<file path="config.mk">
export PLATFORM = sky130hd
export DESIGN_NAME = div_unit
export DESIGN_NICKNAME = d
export VERILOG_FILES = /design/src/rtl/div_unit.sv
export SDC_FILE = /design/constraint.sdc
export NUM_CORES = 1
export LEC_CHECK = 0
export BUFFER_PORTS_ARGS = -buffer_cell sky130_fd_sc_hd__buf_2
export CAP_MARGIN = 20
export CORE_UTILIZATION = 57
export CTS_BUF_LIST = sky130_fd_sc_hd__clkbuf_8
export DETAILED_ROUTE_END_ITERATION = 7
export PLACE_DENSITY = 0.79
export SLEW_MARGIN = 10
export SYNTH_ARGS = -nofsm -noshare
export SYNTH_HDL_FRONTEND = slang
export SYNTH_SLANG_ARGS = --single-unit
</file>
<file path="constraint.sdc">
create_clock -name clk -period 6 [get_ports clk]
set_input_delay 0.3 -clock clk [delete_from_list [all_inputs] [get_ports clk]]
set_output_delay 0.3 -clock clk [all_outputs]
set_load 0.01 [all_outputs]
</file>
<file path="src/rtl/div_unit.sv">
// -----------------------------------------------------------------------------
// div_unit
// Iterative RV32M divider for the EX stage (DIV, DIVU, REM, REMU), radix-2
// restoring. A normal division takes 34 cycles from an accepted start to the
// done pulse. Divide-by-zero and signed overflow finish in one cycle.
//
// Ports
//   clk     in   1   system clock, rising edge
//   rst     in   1   asynchronous active-high reset
//   start   in   1   request, sampled only in IDLE or DONE
//   divSel  in   2   00 DIV, 01 DIVU, 10 REM, 11 REMU
//   data1   in   32  dividend (rs1)
//   data2   in   32  divisor (rs2)
//   flush   in   1   synchronous abort; wins over start
//   busy    out  1   division in progress (PREP or CALC)
//   done    out  1   one-cycle completion pulse, result valid
//   result  out  32  quotient or remainder, held until next completion
// -----------------------------------------------------------------------------
module div_unit (
   input  logic        clk,
   input  logic        rst,
   input  logic        start,
   input  logic [1:0]  divSel,
   input  logic [31:0] data1,
   input  logic [31:0] data2,
   input  logic        flush,
   output logic        busy,
   output logic        done,
   output logic [31:0] result
);

   typedef enum logic [1:0] {
      S_IDLE,
      S_PREP,
      S_CALC,
      S_DONE
   } state_t;

   state_t      state, state_next;

   // Captured operation
   logic [31:0] op_a, op_b;
   logic [1:0]  op_sel;

   // Iteration datapath
   logic [63:0] rem_q;      // {partial remainder, quotient being shifted in}
   logic [31:0] divisor;
   logic        neg_q, neg_r;
   logic [4:0]  count;

   // Combinational helpers
   logic        accept;
   logic        special;
   logic [31:0] special_val;
   logic        load_special;
   logic        calc_last;
   logic        op_signed;
   logic [31:0] abs_a, abs_b;
   logic [64:0] shifted;
   logic [33:0] trial;
   logic [63:0] rem_step;
   logic [31:0] quo, rmd, final_val;

   // ------------------------------------------------------------------
   // Start decode and one-cycle special cases (decoded from live inputs)
   // ------------------------------------------------------------------
   always_comb begin
      // NOTE: every always_comb output gets a default first so no path
      // can leave it unassigned and infer a latch.
      accept      = 1'b0;
      special     = 1'b0;
      special_val = 32'h0;
      if ((state == S_IDLE || state == S_DONE) && start && !flush)
         accept = 1'b1;
      if (data2 == 32'h0) begin
         special     = 1'b1;
         special_val = divSel[1] ? data1 : 32'hFFFF_FFFF;
      end else if (!divSel[0] && data1 == 32'h8000_0000 && data2 == 32'hFFFF_FFFF) begin
         special     = 1'b1;
         special_val = divSel[1] ? 32'h0 : 32'h8000_0000;
      end
   end

   // ------------------------------------------------------------------
   // FSM: state register
   // ------------------------------------------------------------------
   always_ff @(posedge clk or posedge rst) begin
      // NOTE: sequential state uses non-blocking assignments so every
      // register samples pre-edge values regardless of statement order.
      if (rst) state <= S_IDLE;
      else     state <= state_next;
   end

   // ------------------------------------------------------------------
   // FSM: next state and load strobes
   // ------------------------------------------------------------------
   always_comb begin
      state_next   = state;
      load_special = 1'b0;
      calc_last    = 1'b0;
      if (flush) begin
         state_next = S_IDLE;
      end else begin
         case (state)
            S_IDLE, S_DONE: begin
               if (start) begin
                  if (special) begin
                     state_next   = S_DONE;
                     load_special = 1'b1;
                  end else begin
                     state_next = S_PREP;
                  end
               end else begin
                  state_next = S_IDLE;
               end
            end
            S_PREP: state_next = S_CALC;
            S_CALC: begin
               if (count == 5'd31) begin
                  state_next = S_DONE;
                  calc_last  = 1'b1;
               end
            end
            default: state_next = S_IDLE;
         endcase
      end
   end

   // ------------------------------------------------------------------
   // Datapath combinational: absolute values and one restoring step
   // ------------------------------------------------------------------
   always_comb begin
      op_signed = ~op_sel[0];
      // abs(0x80000000) stays 0x80000000, which is 2^31 read as unsigned.
      abs_a = (op_signed && op_a[31]) ? (32'h0 - op_a) : op_a;
      abs_b = (op_signed && op_b[31]) ? (32'h0 - op_b) : op_b;

      // The shifted partial remainder can need 33 bits, so keep the carry.
      shifted = {rem_q, 1'b0};
      trial   = {1'b0, shifted[64:32]} - {2'b00, divisor};
      if (!trial[33])
         rem_step = {trial[31:0], shifted[31:1], 1'b1};
      else
         rem_step = shifted[63:0];

      quo = rem_step[31:0];
      rmd = rem_step[63:32];
      if (op_sel[1])
         final_val = neg_r ? (32'h0 - rmd) : rmd;
      else
         final_val = neg_q ? (32'h0 - quo) : quo;
   end

   // ------------------------------------------------------------------
   // Datapath registers
   // ------------------------------------------------------------------
   always_ff @(posedge clk or posedge rst) begin
      if (rst) begin
         op_a    <= 32'h0;
         op_b    <= 32'h0;
         op_sel  <= 2'b00;
         rem_q   <= 64'h0;
         divisor <= 32'h0;
         neg_q   <= 1'b0;
         neg_r   <= 1'b0;
         count   <= 5'd0;
         result  <= 32'h0;
      end else begin
         if (accept) begin
            op_a   <= data1;
            op_b   <= data2;
            op_sel <= divSel;
         end
         if (state == S_PREP) begin
            rem_q   <= {32'h0, abs_a};
            divisor <= abs_b;
            neg_q   <= op_signed & (op_a[31] ^ op_b[31]);
            neg_r   <= op_signed & op_a[31];
            count   <= 5'd0;
         end else if (state == S_CALC) begin
            rem_q <= rem_step;
            count <= count + 5'd1;
         end
         // result only moves on the edge into DONE; a flush gates both strobes.
         if (load_special)
            result <= special_val;
         else if (calc_last)
            result <= final_val;
      end
   end

   assign busy = (state == S_PREP) || (state == S_CALC);
   assign done = (state == S_DONE);

endmodule

</file>
* Word-level counts from Yosys, hierarchy flattened
Cells that the tools add are included.
Word-level totals: logic and storage cells 73, output and inout bits 34, register bits 203, bits of input ports 70
Operators by class: bitwise logic cells 4, $add $sub $neg 6, equality and inequality tests 7, reductions and logical operators 15, mux-type cells 31
Operators by type and width (count):
- 32-bit 2-to-1 mux | 11
- 64-bit 2-to-1 mux | 3
- 1-bit by 32-bit subtractor with 32-bit output (first input constant) | 4
- 32-bit == test (second input constant) | 2
- 33-bit by 32-bit subtractor with 34-bit output | 1
- 32-bit logical NOT | 1
- 1-bit 2-to-1 mux | 10
- 5-bit 2-to-1 mux | 2
- 2-bit 2-to-1 mux | 4
- 1-bit logical AND | 6
- 2-bit case mux with 3 select lines | 1
- 5-bit by 1-bit adder with 5-bit output (second input constant) | 1
- 5-bit == test (second input constant) | 1
- 2-bit == test (second input constant) | 2
- 2-bit nonzero test | 2
- 3-bit != test (second input constant) | 1
- 1-bit AND | 2
- 2-bit by 1-bit == test with 1-bit output (second input constant) | 1
- 1-bit logical NOT | 2
- 2-bit logical NOT | 1
- 1-bit logical OR | 2
- 2-bit OR reduction | 1
- 1-bit NOT | 1
- 1-bit bitwise XOR | 1

* Longest topological paths before layout
Gate-level depths: netlist (run 1).
depth in word-level cells 10, mapped depth 26, depth with buffers taken out 20

* Worst setup path before layout (run 1)
OpenSTA, ideal clock, no wires.
kind flip-flop to flip-flop, start register rem_q[54], end register result[26], setup time 77 ps, slack 1274 ps, cell stages (with the launch flop) 23, clock period less this slack 4726 ps, path buffers 5, data required time 5923 ps, arrival 4649 ps, cells stage by stage dfrtp_1 -> ha_1 -> buf_4 -> and2_1 -> buf_6 -> and3_4 -> a221oi_4 -> o21a_1 -> nand2_2 -> buf_2 -> buf_4 -> buf_2 -> o21ai_0 -> ha_1 -> nand4b_1 -> or2_2 -> or4_1 -> o311ai_1 -> nand3_1 -> o41ai_1 -> xnor2_1 -> o21ai_1 -> a21oi_1
Between the ends: longest elaborated chain between the ends 7, elaborated cells on any way between the ends 9, those cells by class add/sub (3); mux (6)
RTL lines:
- from (decl) | line 46 | logic [63:0] rem_q;
- from (signal assigned) | line 175 | rem_q <= {32'h0, abs_a};
- from (signal assigned) | line 181 | rem_q <= rem_step;
- 33-bit by 32-bit subtractor with 34-bit output | line 140 | trial = {1'b0, shifted[64:32]} - {2'b00, divisor};
- 64-bit 2-to-1 mux * | line 141 | if (!trial[33])
- 1-bit by 32-bit subtractor with 32-bit output, on equally long branches | line 151, 149
- 32-bit 2-to-1 mux, on equally long branches | line 151, 149
- 32-bit 2-to-1 mux * | line 148 | if (op_sel[1])
- 32-bit 2-to-1 mux * | line 187 | else if (calc_last)
- 32-bit 2-to-1 mux * | line 185 | if (load_special)
- to (signal assigned) | line 186 | result <= special_val;
- to (signal assigned) | line 188 | result <= final_val;
- to (decl) | line 29 | output logic [31:0] result
Every way passes the cells marked *; elsewhere a longest branch is shown, timed or not. The select of a mux whose other input is x is not followed. A chain may end at the register's enable or synchronous reset.

* Worst setup path in the final report (run 1)
start register rem_q[57], end register result[26]
The elaborated chain is that of the path after synthesis.

==> results of run 1 <==
[per-layer routing]
| metal | vias up | GRT usage [%] | part of all wire (%) |
|---|---|---|---|
| met5 | - | 0 | 0 |
| met4 | 0 | 12.5 | 3.1 |
| met3 | 112 | 6.38 | 9.7 |
| met2 | 696 | 54.2 | 45 |
| met1 | 6624 | 48.8 | 43 |
| li1 | 6396 | - | - |
[kinds of logic (layout without fill, tap and decap cells)]
kind of cell / after synthesis / after routing
AND/OR/NAND/NOR: 572 / 572
AO/OA/AOI/OAI: 529 / 529
adder cells (fa/ha/maj): 42 / 42
XOR/XNOR: 122 / 122
buffers and inverters: 155 / 242
flip-flops: 203 / 203
multiplexers: 87 / 87
[power groups by stage]
stage	combinational [mW]	sequential, mW	clock (mW)
after floorplan	4.81	2.40	0
after global placement	6.13	2.58	0
after detailed placement	6.22	2.62	0
after CTS	6.27	2.60	1.35
after global routing	6.98	2.71	1.41
final	6.42	2.63	1.35
[repair_timing]
item / in CTS / in global routing
resized for setup: 0 / 0
hold buffers: 1 / 0
hold endpoints to repair: 2 / 0
[registers in the layout, summed over array words and instances, names as in the netlist]
name	cells
divisor	32
neg_r	1
count	5
state	2
op_sel	2
neg_q	1
op_b	32
rem_q	64
op_a	32
result	32
[final timing paths]
check	from	to	slack, ps	depth (start not counted)
max in group asynchronous	rst	result[30]	4550	3
hold / removal	rst	op_a[6]	-7	2
setup reg to reg	rem_q[57]	result[26]	940	17
min in group clk	divSel[0]	op_sel[0]	20	2
setup / recovery	rem_q[57]	result[26]	940	17
hold reg to reg	result[8]	result[8]	500	1
[cell type report]
cell class | instances | area, um^2 | area share, %
multi-input combinational | 1352 | 8870 | 55.5
sequential | 203 | 5080 | 31.8
timing repair buffer | 121 | 651 | 4.07
clock buffer | 47 | 647 | 4.05
tap | 330 | 413 | 2.58
inverter | 58 | 225 | 1.41
clock inverter | 16 | 92.6 | 0.579
[cells in the mapped netlist (all sizes together) (11+ instances only)]
master    n
dfrtp   203
nand2   195
o21ai   183
nor2    132
a21oi   113
clkbuf   71
mux2     70
xnor2    68
inv      58
xor2     54
nor3     42
ha       41
nor4     34
a31oi    28
o31ai    28
buf      26
o211ai   25
nand3    24
nand4    22
a21o     19
nand2b   18
mux2i    17
or3      17
and2     16
o21a     16
o41ai    15
a211oi   13
nor2b    12
and3     11
or4      11
[metrics by stage]
stage / instance area [um^2] / utilization (%) / cells
after floorplan: 14600 / - / 1710
after global placement: 15200 / 60.6 / 2061
after detailed placement: 15200 / 60.6 / 2061
after CTS: 16000 / 63.6 / 2125
after global routing: 16000 / 63.6 / 2127
final: 16000 / 63.6 / 2127
==> metrics.md, run 1 <==
| Metric | Value |
|---|---|
| Startpoint type of the worst setup path | flip-flop |
| Worst setup slack before clock tree synthesis | roughly 1100 ps |
| Buf/Inv on CP | 0 |
| Global-route wire length before repair | 71700 um |
| Synthesized cell area | 14600 um^2 |
| Number of rows created at floorplan | 58 |
| Post-route worst hold slack | -6.97 ps |
| Number of endpoints failing setup at the final stage | 0 |
| Chain of cells forming the critical path | ha_1 -> a21oi_1 -> o21ai_1 -> a2111oi_0 -> o21a_1 -> nand2_2 -> o21ai_0 -> ha_1 -> nand4b_1 -> or2_2 -> or4_1 -> o311ai_1 -> nand3_1 -> o41ai_1 -> xnor2_1 -> o21ai_1 -> a21oi_1 |
| Number of warnings issued by yosys | 0 |
| Type of the tightest min-delay check | in -> async |
| Data required time at the worst endpoint | 6460 ps |
| Antenna violations before repair | 0 |
| Iteration count of the initial detailed-routing pass | 8 |
| Synthesis-stage register bit count | 203 |
| Worst Clk Skew | 18.7 ps |
| Clock sinks | around 200 |
| RSZ-0062 raised after global routing | false |
| Mean routed wirelength per cell | 21.5 um |
| Per-instance average area after synthesis | between 8 and 9 um^2 |
| Vias in the first global route | 13.0k |
| Final Max Slew Viols | 0 |
| Most used cells in the layout excluding fill and tap cells | 203 x dfrtp_1, 194 x nand2_1, 175 x o21ai_0 |
| Leading register cell type out of synthesis | dfrtp_1 |
| Root buffer cell | clkbuf_8 |
| Sequential element share of the synthesized area | 34.8% |
| Largest family of logic cells by synthesized area | compound AO/OA/AOI/OAI gates |
| Number of antenna diodes | 0 |
| Final HPWL DP | 33900 um |
| Total count of hold-check failures in the final report | 8 |
| Net switching power | 5.34 mW |
| Number of nets produced by synthesis | 1822 |
| Total congestion overflow after global routing | 0 |
| Post-synth EDFFs | 0 |
| Share of flip-flops with an asynchronous set or reset | 100% |
| Vias after detailed routing | between 10k and 15k |
| Core region area | 25100 um^2 |
| WS Path Type | reg -> reg |
| Multiplexer fraction of the synthesized cell area | ~6.6% |
| FILL cells | 2170 |
| CTS H-tree lvls | 2 |
| Total CTS buffers | 37 |
| Vias per inst | 6.50 |
| P_int | slightly above 5 mW |
| Run status | finished, violations left |
| Sort of element at the end of the critical path | flip-flop |
| Maximum number of pins on one net before global-route repair | 140 |
| Xor/xnor cell area share of the yosys netlist | 7.33% |
| Count of different cell masters after synthesis | 98 |
| Slew @ Worst Pin | 1040 ps |
| Antenna-violating nets left | 0 |
| WP data arrival | 5530 ps |
| Simple-gate share of the synthesized area | 19.1% |
| Most common cell after layout, fill and taps aside | dfrtp_1 |
| Synth top area cells | dfrtp_1 35%, o21ai_0 6.0%, mux2_2 5.3%, nand2_1 5.0%, xnor2_1 4.1% |
| Die Ht | around 160 um |
| Max-cap check violation count | 0 |
| Static leakage power | slightly below 7 nW |
| Die Outline Area | ~26000 um^2 |
| Starting DRC count in detailed routing | 1657 |
| Highest Clock Rate | 198 MHz |
| Delay-heaviest family, CP | compound AO/OA/AOI/OAI gates |
| Count of mapped cells out of synthesis | 1710 |
| Global Route Usage Sum | a little over a third |
| Part of the power in registers | 25.3% |
| Switching Share | ~50% |
| Setup Buffers After CTS | 0 |
| Post-synthesis adder-cell area fraction | 3.65% |
| Num ports | roughly 100 |
| Comb pwr share | between 60% and 70% |
| Count of nets after finishing | 1885 |
| Area leader, netlist | dfrtp_1 |
| Initial Util | 58.1% |
| Total power consumption of the routed design | 10.4 mW |
| Clock Latency Late Sink | 540 ps |
| Highest ir drop seen on vdd | 0.317 mV |
| Final cycle utilization of the critical path | 84.4% |
| CP peak stage delay | 730 ps |
| Synth top area share | 34.8% |
| Biggest fanout along the worst timing path | 11 |
| Layout-stage area growth over the synthesis result | 9.57% |
| Setup TNS | 0 ps |
| Cell area power density | 651 nW/um^2 |
| Last weighted congestion value of the routability-driven placer | 0.973 |
| Violated checks | hold timing |
| Count of input and output buffers | 103 |
| Number of buffers on the longest clock path | 3 |
| DRC violation count after routing | 0 |
| Fraction of the mapped netlist area in compound gates | 24.0% |
| Overall die width | 162 um |
| Minimum setup slack in the final design | approximately 940 ps |
| TritonCTS clock tree | done |
| Proportion of power drawn by the clock network | roughly an eighth |
| Proportion of layout cells with a drive suffix above 1 | between 10% and 20% |
| Wirelength, routed | approximately 46000 um |
| Period minus WS final | 5060 ps |
| Slowest stage cell on the critical path | a2111oi_0 |
| Headroom to the max-slew limit | 30.6% |
| Clock-pin slew of the registers on the worst-case setup and hold paths | approximately 60 ps |
No activity file was read; power rests on OpenSTA's default activity.
==> run 2, diff against run 1 <==
--- a/config.mk
+++ b/config.mk
@@ -7,7 +7,7 @@
 export LEC_CHECK = 0
 export BUFFER_PORTS_ARGS = -buffer_cell sky130_fd_sc_hd__buf_2
 export CAP_MARGIN = 20
-export CORE_UTILIZATION = 57
+export CORE_UTILIZATION = 60
 export CTS_BUF_LIST = sky130_fd_sc_hd__clkbuf_8
 export DETAILED_ROUTE_END_ITERATION = 7
 export PLACE_DENSITY = 0.79
==> constraint.sdc (replaced) <==
create_clock -name clk -period 5 [get_ports clk]
set_input_delay 0.25 -clock clk [delete_from_list [all_inputs] [get_ports clk]]
set_output_delay 0.25 -clock clk [all_outputs]
set_load 0.01 [all_outputs]
==> metrics.md, run 2 (synthesized netlist as in run 1, its figures left out) <==
| Metric | Value |
|---|---|
| Run status | finished clean |
| Wirelength, routed | 47100 um |
| Reg-to-Reg Start | rem_q[41] |
| Startpoint type of the worst setup path | flip-flop |
| Chain of cells forming the critical path | ha_2 -> nand2_1 -> nor2_2 -> o311ai_4 -> a311o_1 -> nand2_2 -> nand2_1 -> o21ai_1 -> ha_1 -> nand4b_1 -> or2_2 -> or4_1 -> o311ai_2 -> nand3_1 -> o41ai_1 -> xnor2_1 -> o21ai_1 -> a21oi_1 |
| Number of standard cells in the layout, taps in and fillers out | roughly 2.2k |
| Data required time at the worst endpoint | between 5000 and 6000 ps |
| Finished layout cell area | around 17000 um^2 |
| Count of input and output buffers | 103 |
| Register with the highest flop count | rem_q |
| Highest ir drop seen on vdd | approximately 0.43 mV |
| Maximum number of pins on one net before global-route repair | around 110 |
| CP peak stage delay | 460 ps |
| Final HPWL DP | 33900 um |
| Vias after detailed routing | ~14k |
| Mean routed wirelength per cell | 21.6 um |
| Max-cap check violation count | 0 |
| Post-placement cell area | 15400 um^2 |
| Die Outline Area | around 25000 um^2 |
| Total congestion overflow after global routing | 0 |
| Number of buffers on the longest clock path | 3 |
| Total CTS buffers | 37 |
| Number of flip-flops in the largest register | 64 |
| Worst Clk Skew | 28.3 ps |
| Layout-stage area growth over the synthesis result | 14.0% |
| Register-to-Register Path Depth | 18 |
| WS Path Type | reg -> reg |
| Global Route Usage Sum | 38.0% |
| Period minus WS final | approximately 4700 ps |
| Proportion of layout cells with a drive suffix above 1 | 16.8% |
| Antenna-violating nets left | 0 |
| Post-Place Cells | 2070 |
| Hold depth | 2 |
| Total count of hold-check failures in the final report | 0 |
| CTS H-tree lvls | 2 |
| WP data arrival | 5130 ps |
| Iteration count of the initial detailed-routing pass | 6 |
| Slowest stage cell on the critical path | dfrtp_1 |
| Biggest fanout along the worst timing path | 9 |
| Final Max Slew Viols | 0 |
| Last weighted congestion value of the routability-driven placer | 0.935 |
| Most used cells in the layout excluding fill and tap cells | 203 x dfrtp_1, 194 x nand2_1, 174 x o21ai_0 |
| Overall die width | 158 um |
| Static leakage power | 7.21 nW |
| Reg-to-reg slack, setup | roughly 300 ps |
| Core region area | 23700 um^2 |
| Type of the tightest min-delay check | in -> reg |
| Slew @ Worst Pin | 1050 ps |
| RSZ-0062 raised after global routing | false |
| Global-route wire length before repair | about 73000 um |
| Clock sinks | around 200 |
| Setup TNS | 0 ps |
| TritonCTS clock tree | done |
| Clock-pin slew of the registers on the worst-case setup and hold paths | around 60 ps |
| Die Ht | 158 um |
| Num ports | 104 |
| Starting DRC count in detailed routing | 1904 |
| Antenna violations before repair | 2 |
| Most common cell after layout, fill and taps aside | dfrtp_1 |
| Headroom to the max-slew limit | 29.0% |
| Final cycle utilization of the critical path | 94.1% |
| DRC violation count after routing | 0 |
| Count of nets after finishing | 1954 |
| Sort of element at the end of the critical path | flip-flop |
| Number of antenna diodes | 0 |
| Number of endpoints failing setup at the final stage | 0 |
| Cell area power density | 760 nW/um^2 |
| Hold wc startpoint | data1[6] |
| Number of rows created at floorplan | 56 |
| Highest Clock Rate | 213 MHz |
| Root buffer cell | clkbuf_8 |
| Hold Crit Endpoint | op_a[6] |
| Endpoint of the worst register-to-register path | result[26] |
| Clock Latency Late Sink | between 500 and 600 ps |
| Vias in the first global route | 13.3k |
| Initial Util | 61.6% |
| Vias per inst | roughly 6.5 |
[run 2: cell types whose count changed in the layout (fill, tap and decap cells not counted), moves of 2 or more]
cell           delta
ha_2              +3
dlygate4sd3_1    +49
buf_4            +20
ha_1              -3
clkinv_2          +2
inv_1             -4
[run 2: final cells by class]
cell class / count / area, um^2
inverters: 58 / 221
clock inverters: 13 / 58.8
clock buffers: 47 / 647
flip-flops and latches: 203 / 5080
fillers: 1898 / 7050
repair buffers: 190 / 1310
well taps: 319 / 399
multi-input cells: 1352 / 8920
[run 2: how the worst max path moves through the flow]
stage                    from         end  slack [ps]  depth (start not counted)
global route        rem_q[37]  result[26]          20                         19
global placement    rem_q[54]  result[24]         350                         17
finish              rem_q[41]  result[26]         300                         18
CTS                 rem_q[54]  result[24]         120                         17
floorplan           rem_q[54]  result[26]         270                         22
detailed placement  rem_q[54]  result[24]         150                         17
[run 2: report_power, final]
group / internal (mW) / switching, mW
Combinational: 3.00 / 4.91
Sequential: 2.33 / 0.845
Clock: 0.839 / 0.724
[run 2: repair_timing]
item                                    CTS  global route
hold buffers                             50             0
endpoints found under the setup margin    0             6
resized for setup                         0            11
setup buffers                             0             2
endpoints found under the hold margin    62             0
[run 2: routing by layer]
layer	vias up	GRT usage [%]	routed length, um
met4	2	13.7	1630
met3	130	7.86	4780
met2	780	60.1	21400
met5	-	0	10
li1	6531	-	-
met1	6783	51.5	19200
[run 2: worst max-delay path: cells and delay by family (launching register included)]
family | cells | cell delay [ps]
adders and majority gates | 2 | 740
DFF | 1 | 460
AOI/OAI and AO/OA | 7 | 1440
and+or+nand+nor | 8 | 1830
xor gates and xnor gates | 1 | 130
[run 2: through the flow]
stage               util [%]  setup slack (ps)  hold WS (ps)  total power [mW]
finish                  70.2               295          26.4              12.6
global route            70.2              17.0          15.0              13.4
CTS                     70.0               120         0.249              12.4
detailed placement      64.9               146           244              10.7
global placement        64.9               350           241              10.5
floorplan                  -               274           317              8.65
==> run 3, diff against run 2 <==
--- a/config.mk
+++ b/config.mk
@@ -7,10 +7,11 @@
 export LEC_CHECK = 0
 export BUFFER_PORTS_ARGS = -buffer_cell sky130_fd_sc_hd__buf_2
 export CAP_MARGIN = 20
-export CORE_UTILIZATION = 60
+export CORE_UTILIZATION = 57
 export CTS_BUF_LIST = sky130_fd_sc_hd__clkbuf_8
 export DETAILED_ROUTE_END_ITERATION = 7
 export PLACE_DENSITY = 0.79
+export SKIP_CTS_REPAIR_TIMING = 1
 export SLEW_MARGIN = 10
 export SYNTH_ARGS = -nofsm -noshare
 export SYNTH_HDL_FRONTEND = slang
==> constraint.sdc (replaced) <==
create_clock -name clk -period 3.9 [get_ports clk]
set_input_delay 0.195 -clock clk [delete_from_list [all_inputs] [get_ports clk]]
set_output_delay 0.195 -clock clk [all_outputs]
set_load 0.01 [all_outputs]
==> metrics.md, run 3 (synthesized netlist as in run 1, its figures left out) <==
| Metric | Value |
|---|---|
| CTS H-tree lvls | 2 |
| Net switching power | 9.42 mW |
| Last weighted congestion value of the routability-driven placer | approximately 1 |
| Vias in the first global route | approximately 14k |
| Overall die width | 162 um |
| Proportion of layout cells with a drive suffix above 1 | 27.3% |
| Data required time at the worst endpoint | 4330 ps |
| DRC violation count after routing | 0 |
| Number of flip-flops in the largest register | 64 |
| Wirelength, routed | 53500 um |
| Cell area power density | between 1000 and 1500 nW/um^2 |
| Final Max Slew Viols | 0 |
| Root buffer cell | clkbuf_8 |
| P_int | approximately 9.7 mW |
| Count of input and output buffers | between 100 and 150 |
| TritonCTS clock tree | done |
| Comb pwr share | 67.1% |
| Worst Clk Skew | 21.9 ps |
| Clock-pin slew of the registers on the worst-case setup and hold paths | 70 ps |
| Slew @ Worst Pin | between 1000 and 1500 ps |
| Number of rows created at floorplan | 58 |
| Most used cells in the layout excluding fill and tap cells | 216 x buf_4, 203 x dfrtp_1, 189 x nand2_1 |
| Num ports | 104 |
| WP data arrival | 4600 ps |
| Global-route wire length before repair | 76800 um |
| Antenna-violating nets left | 0 |
| Layout-stage area growth over the synthesis result | 29.1% |
| Vias after detailed routing | 15.5k |
| Maximum number of pins on one net before global-route repair | 109 |
| Total congestion overflow after global routing | 0 |
| Number of standard cells in the layout, taps in and fillers out | approximately 2.4k |
| Core region area | approximately 25000 um^2 |
| Highest ir drop seen on vdd | 0.585 mV |
| Post-Place Cells | between 2k and 2.5k |
| Total count of hold-check failures in the final report | 0 |
| Static leakage power | 8.38 nW |
| Run status | finished, violations left |
| Most common cell after layout, fill and taps aside | buf_4 |
| Part of the power in registers | between 20% and 30% |
| Post-route worst hold slack | 24.6 ps |
| Iteration count of the initial detailed-routing pass | 6 |
| Global Route Usage Sum | 37.7% |
| Switching Share | 49.1% |
| Max-cap check violation count | 0 |
| Die Outline Area | 26200 um^2 |
| Initial Util | 58.1% |
| Count of nets after finishing | 2158 |
| Minimum setup slack in the final design | -270 ps |
| Setup TNS | -1130 ps |
| Final cycle utilization of the critical path | 107% |
| Mean routed wirelength per cell | approximately 22 um |
| Number of endpoints failing setup at the final stage | 8 |
| Register with the highest flop count | rem_q |
| Antenna violations before repair | 1 |
| Number of buffers on the longest clock path | 3 |
| Worst setup slack before clock tree synthesis | -373 ps |
| Starting DRC count in detailed routing | 1941 |
| Vias per inst | 6.42 |
| Startpoint type of the worst setup path | flip-flop |
| Headroom to the max-slew limit | 31.0% |
| Final HPWL DP | approximately 38000 um |
| Sort of element at the end of the critical path | flip-flop |
| RSZ-0062 raised after global routing | true |
| Biggest fanout along the worst timing path | 4 |
| Proportion of power drawn by the clock network | 11.9% |
| WS Path Type | reg -> reg |
| Die Ht | roughly 160 um |
| Type of the tightest min-delay check | in -> reg |
| Total CTS buffers | 39 |
| Period minus WS final | 4170 ps |
| Clock sinks | 203 |
| Highest Clock Rate | 240 MHz |
| Clock Latency Late Sink | about 550 ps |
| Violated checks | setup timing |
[run 3: final timing paths]
check	from	end	slack [ps]	depth (start not counted)
min in group asynchronous	rst	op_b[1]	360	3
min reg2reg	result[22]	result[22]	510	2
max in group asynchronous	rst	divisor[22]	2530	4
max reg2reg	rem_q[51]	result[24]	-270	19
min	data2[27]	op_b[27]	20	2
max	rem_q[51]	result[24]	-270	19
[run 3: stage by stage]
| step | area [um^2] | power, mW | utilization (%) |
|---|---|---|---|
| after floorplan | 14700 | 11.3 | - |
| after global placement | 16800 | 15.3 | 66.9 |
| after detailed placement | 16800 | 15.5 | 66.9 |
| after CTS | 17600 | 17.9 | 70.2 |
| after global routing | 18800 | 20.3 | 75.0 |
| final | 18800 | 19.2 | 75.0 |
[run 3: metal layers]
layer  part of all wire [%]  wire, um  GRT usage [%]  vias up
li1                       -         -              -     6935
met1                     39     21100           50.6     7408
met2                     46     24600           60.0      908
met3                     10      5500           8.27      199
met4                    4.4      2370           13.0        0
met5                      0         0              0        -
[run 3: layout make-up]
type / count / area, um^2
Antenna cell: 2 / 5.00
Clock inverter: 21 / 168
Tap cell: 330 / 413
Multi-Input combinational cell: 1352 / 9390
Clock buffer: 47 / 647
Timing Repair Buffer: 392 / 2900
Inverter: 58 / 221
Fill cell: 1839 / 6280
Sequential cell: 203 / 5080
[run 3: critical path, stage by stage (launching register included)]
cell	delay, ps
dfrtp_1	420
ha_4	310
and4_1	230
and4_4	260
nand3_4	70
a311o_1	330
nand2_4	150
buf_6	130
nand2_4	50
o21ai_4	70
ha_4	190
nand4b_1	120
or2_4	280
buf_4	130
mux2i_2	250
o21ai_4	140
o41ai_2	400
xor2_1	170
a221oi_2	270
nor2_1	60
[run 3: power by group through the flow]
stage	Combinational, mW	Sequential, mW	Clock [mW]
after floorplan	7.56	3.69	0
after global placement	11.4	3.90	0
after detailed placement	11.6	3.96	0
after CTS	11.7	3.94	2.27
after global routing	13.8	4.12	2.37
final	12.9	4.03	2.28
